--- src/rtl/arm_register_file.sv ---
// 16 x DATA_W ARM register file: two combinational write-first read ports,
// one write-back port, and R15 doubling as the program counter.
module arm_register_file #(
   parameter int                 DATA_W   = 32,
   parameter logic [DATA_W-1:0]  PC_STEP  = DATA_W'(4),
   parameter logic [DATA_W-1:0]  PC_RESET = '0
) (
   input  logic              clk,
   input  logic              rst_n,
   input  logic [3:0]        rd_addr_a,
   input  logic [3:0]        rd_addr_b,
   output logic [DATA_W-1:0] rd_data_a,
   output logic [DATA_W-1:0] rd_data_b,
   input  logic              wr_en,
   input  logic [3:0]        wr_addr,
   input  logic [DATA_W-1:0] wr_data,
   input  logic              pc_inc,
   input  logic              pc_ld,
   input  logic [DATA_W-1:0] pc_in,
   output logic [DATA_W-1:0] pc_out
);

   logic [15:0][DATA_W-1:0] r;
   logic                    wr_pc;

   assign wr_pc = wr_en && (wr_addr == 4'd15);

   always_ff @(posedge clk or negedge rst_n) begin
      if (!rst_n) begin
         for (int i = 0; i < 15; i++) r[i] <= '0;
         r[15] <= PC_RESET;
      end else begin
         for (int i = 0; i < 15; i++)
            if (wr_en && (wr_addr == 4'(i))) r[i] <= wr_data;
         // write-back beats branch load, which beats sequential increment
         if (wr_pc)       r[15] <= wr_data;
         else if (pc_ld)  r[15] <= pc_in;
         else if (pc_inc) r[15] <= r[15] + PC_STEP;
      end
   end

   // bypass only sees the write port; PC load/increment show after the edge
   assign rd_data_a = (wr_en && (wr_addr == rd_addr_a)) ? wr_data : r[rd_addr_a];
   assign rd_data_b = (wr_en && (wr_addr == rd_addr_b)) ? wr_data : r[rd_addr_b];
   assign pc_out    = r[15];

endmodule
--- config.mk ---
export PLATFORM = sky130hd
export DESIGN_NAME = arm_register_file
export DESIGN_NICKNAME = d
export VERILOG_FILES = /design/src/rtl/arm_register_file.sv
export SDC_FILE = /design/constraint.sdc
export NUM_CORES = 1
export LEC_CHECK = 0
export ABC_AREA = 0
export CAP_MARGIN = 20
export CORE_ASPECT_RATIO = 0.5
export CORE_MARGIN = 4
export CORE_UTILIZATION = 55
export CTS_CLUSTER_DIAMETER = 80
export CTS_CLUSTER_SIZE = 14
export DETAILED_ROUTE_END_ITERATION = 6
export GPL_TIMING_DRIVEN = 0
export PLACE_DENSITY = 0.75
export SYNTH_ARGS = -nofsm -noshare
export SYNTH_HDL_FRONTEND = slang
export SYNTH_SLANG_ARGS = --single-unit
--- constraint.sdc ---
create_clock -name clk -period 9.4 [get_ports clk]
set_clock_uncertainty 0.15 [all_clocks]
set_input_delay 2.82 -clock clk [delete_from_list [all_inputs] [get_ports clk]]
set_output_delay 2.82 -clock clk [all_outputs]
set_load 0.1 [all_outputs]
==> flow_summary.ini <==
[outcome]
outcome = completed

[global_route]
grt_use_met2 = 0.490
grt_use_met3 = 0.0840
met1_usage = 0.430
globalRouteOverflowTotal = 0
grt_max_degree = 115
first_global_vias = 21354
grt_antenna_before_repair = 0
grt_pass1_wl_mm = 133
grt.busiest_layer = met2
grtUsageTotal = 0.311

[logic_synthesis]
yosysTopAreaCellShare = 0.438
yosys_register_bits = 512
synth_area_leaders = dfrtp_1, mux4_2, mux2_2, mux2i_1, a2111oi_0
ys_warn_count = 0
yosys_most_used_dff = dfrtp_1
synth_top_family_by_area = multiplexers
synthesis.nets = 2178
ys_types = 56
avgSynthCellArea_um2 = 14.0
synth_xor_area_frac = 0.00988
synthArstFlopShare = 1.00
synth_edf_count = 0
syn-instance-count = 2096
synthMuxAreaShare = 0.410
netlist_area_mm2 = 0.0293
yosys.area.top_type = dfrtp_1
ys_seq_area_frac = 0.438
synth_compound_area_frac = 0.0491
synth_adder_area_share = 0.000428
yosys.area_share.simple = 0.0507

[timing]
period_share = 0.999
max_freq_mhz = 106
relSlewSlack = 0.195
worst_pin_slew_ns = 1.21
setup_viol = 0
drv_slew = 0
final-hold-violation-count = 0
rsz0062_at_grt = false
period_needed_ns = 9.39

[pwr]
cellPowerDensity_mw_per_mm2 = 216
leakagePower_nw = 13.2
total_power_w = 0.00705
peakVddDrop_mv = 0.190

[flow_run]
cap_violations = 0

[die]
core_area_mm2 = 0.0523
chipWidth_um = 334
die_h_um = 171
std_cell_rows = 59
start_util = 0.560
ios = 177
die_area_mm2 = 0.0572

[cells_and_area]
layout_common_cells = dfrtp_1, mux2_2, mux4_2, clkbuf_1, nor2_1
regArea_mm2 = 0.0128
antenna_cells = 0
fillCellCount = 3986
nNetsFinal = 2375
multiInputGateArea_mm2 = 0.0152
syn2layout_area_growth_pct = 11.7
stdcell_count = 2996
final_common_cell = dfrtp_1
drive_gt1_frac = 0.406

[clock_network]
post_cts_buffers = 0
worstSkewPairLatency_ns = 0.58
cts_inserted_buffers = 42
clkSlewWorstSetupHoldPaths_ns = 0.07
htreeDepth = 2
cts_tree = done
clockRootBuffer = clkbuf_16
cts_buffer_depth = 3
cts.sinks = 512

[setup_path]
reg2reg_from = pc_out[8]$_DFFE_PN0P_
reg2reg_slack_ns = 6.79
cp_max_fo = 10
crit_top_cell = clkbuf_1
worst-r2r-cell-count = 5
crit_path_end_kind = output port
cp_slowest_cell = clkdlybuf4s15_2
crit_path_start_kind = input pin
critPathMaxStageDelay_ns = 0.63
cp_cell_sequence = clkdlybuf4s50_1, clkbuf_1, xor2_1, nor3_1, nand3_1, and2_0, clkbuf_1, clkbuf_1, a211oi_1, clkdlybuf4s15_2
required_ns = 6.43
arrival_ns = 6.42
r2r_end = pc_out[29]$_DFFE_PN0P_
path_class = input pin to output port

[place]
numPlacedInstances = 2950
gp_congestion = 0.925
dp_hpwl_mm = 63.7
portBuffers = 149

[hold_path]
hold_path_depth = 1
min_path_type = flip-flop to flip-flop
hold_path_startpoint = r[130]$_DFFE_PN0P_
min_to = r[130]$_DFFE_PN0P_

[drt]
drtIter0Drc = 2302
routed_via_density = 6.93
wl_mm = 88.9
drc = 0
vias = 20762
wl_per_cell_um = 29.7
first_pass_iters = 6
ant_nets = 0
stage by stage:
step	util	setup slack, ns	hold slack (ns)	TNS, ns	cell area (µm²)
after floorplan	-	0.149	0.320	0	29300
after global placement	0.605	-17.58	0.337	-8970.66	31600
after detailed placement	0.607	-0.688	0.351	-21.77	31700
after CTS	0.629	-0.147	0.369	-0.288	32900
after global routing	0.625	0.00160	0.388	0	32700
final	0.625	0.00864	0.367	0	32700
per-layer routing:
layer	share of wire	wire length, µm	up-vias
li1	-	-	8388
met1	0.41	36100	11020
met2	0.47	41400	1134
met3	0.097	8580	220
met4	0.032	2860	0
met5	0	0	-
timing repair:
action / 4_1_cts / 5_1_grt
resized for setup: 132 / 154
hold buffers: 0 / 0
endpoints found under the setup margin: 64 / 57
power by group:
part | internal [W] | total [W] | switching, W
combinational | 0.00107 | 0.00228 | 0.00122
sequential | 0.00270 | 0.00310 | 0.000395
clock | 0.000843 | 0.00166 | 0.000821
total | 0.00461 | 0.00705 | 0.00243
layout make-up:
class,instances,area share
repair buffers,153,0.0417
inverters,2,0.000230
multi-input cells,1318,0.466
well taps,701,0.0268
clock inverters,1,0.000268
flip-flops and latches,512,0.392
plain buffers,264,0.0385
clock buffers,45,0.0345
critical path, delay by kind of cell:
| kind | cells | cell delay, ns |
|---|---|---|
| buffers and inverters | 5 | 2.11 |
| AOI/OAI and AO/OA | 1 | 0.56 |
| and+or+nand+nor | 3 | 0.80 |
| xor gates and xnor gates | 1 | 0.12 |
state kept, by name, indices dropped and copies added (netlist names):
| register | cells |
|---|---|
| pc_out | 32 |
| r | 480 |
synthesized netlist by cell type (7+ instances only):
cell / count
buf_4: 35
xor2_1: 23
nor2b_1: 63
mux2i_1: 75
nor2_1: 86
nand2_1: 46
clkbuf_1: 141
nand3_1: 13
buf_1: 47
o21ai_0: 27
dfrtp_1: 512
buf_2: 32
mux4_2: 256
nor3_1: 8
nand4_1: 10
xnor2_1: 10
mux2_1: 11
a2111oi_0: 62
nor3b_1: 7
a211oi_1: 65
a21oi_1: 21
mux2_2: 470
worst max path at each step:
| stage | start | endpoint | slack [ns] | cells past startpoint |
|---|---|---|---|---|
| CTS | rd_addr_a[0] | rd_data_a[29] | -0.15 | 8 |
| global route | wr_addr[0] | rd_data_b[22] | 0.002 | 9 |
| finish | wr_addr[0] | rd_data_b[10] | 0.009 | 10 |
| detailed placement | rd_addr_a[0] | rd_data_a[29] | -0.69 | 8 |
| floorplan | rd_addr_a[2] | rd_data_a[19] | 0.15 | 8 |
| global placement | rst_n | r[281]$_DFFE_PN0P_ | -17.58 | 1 |
cell families (layout without fill, tap and decap cells):
kind of cell / count (synthesis) / in the layout
muxes: 814 / 814
DFF: 512 / 512
and+or+nand+nor: 277 / 277
buffers and inverters: 266 / 465
AOI/OAI and AO/OA: 193 / 193
xor gates and xnor gates: 33 / 33
adders and majority gates: 1 / 1
Power figures use the tool's default switching activity.
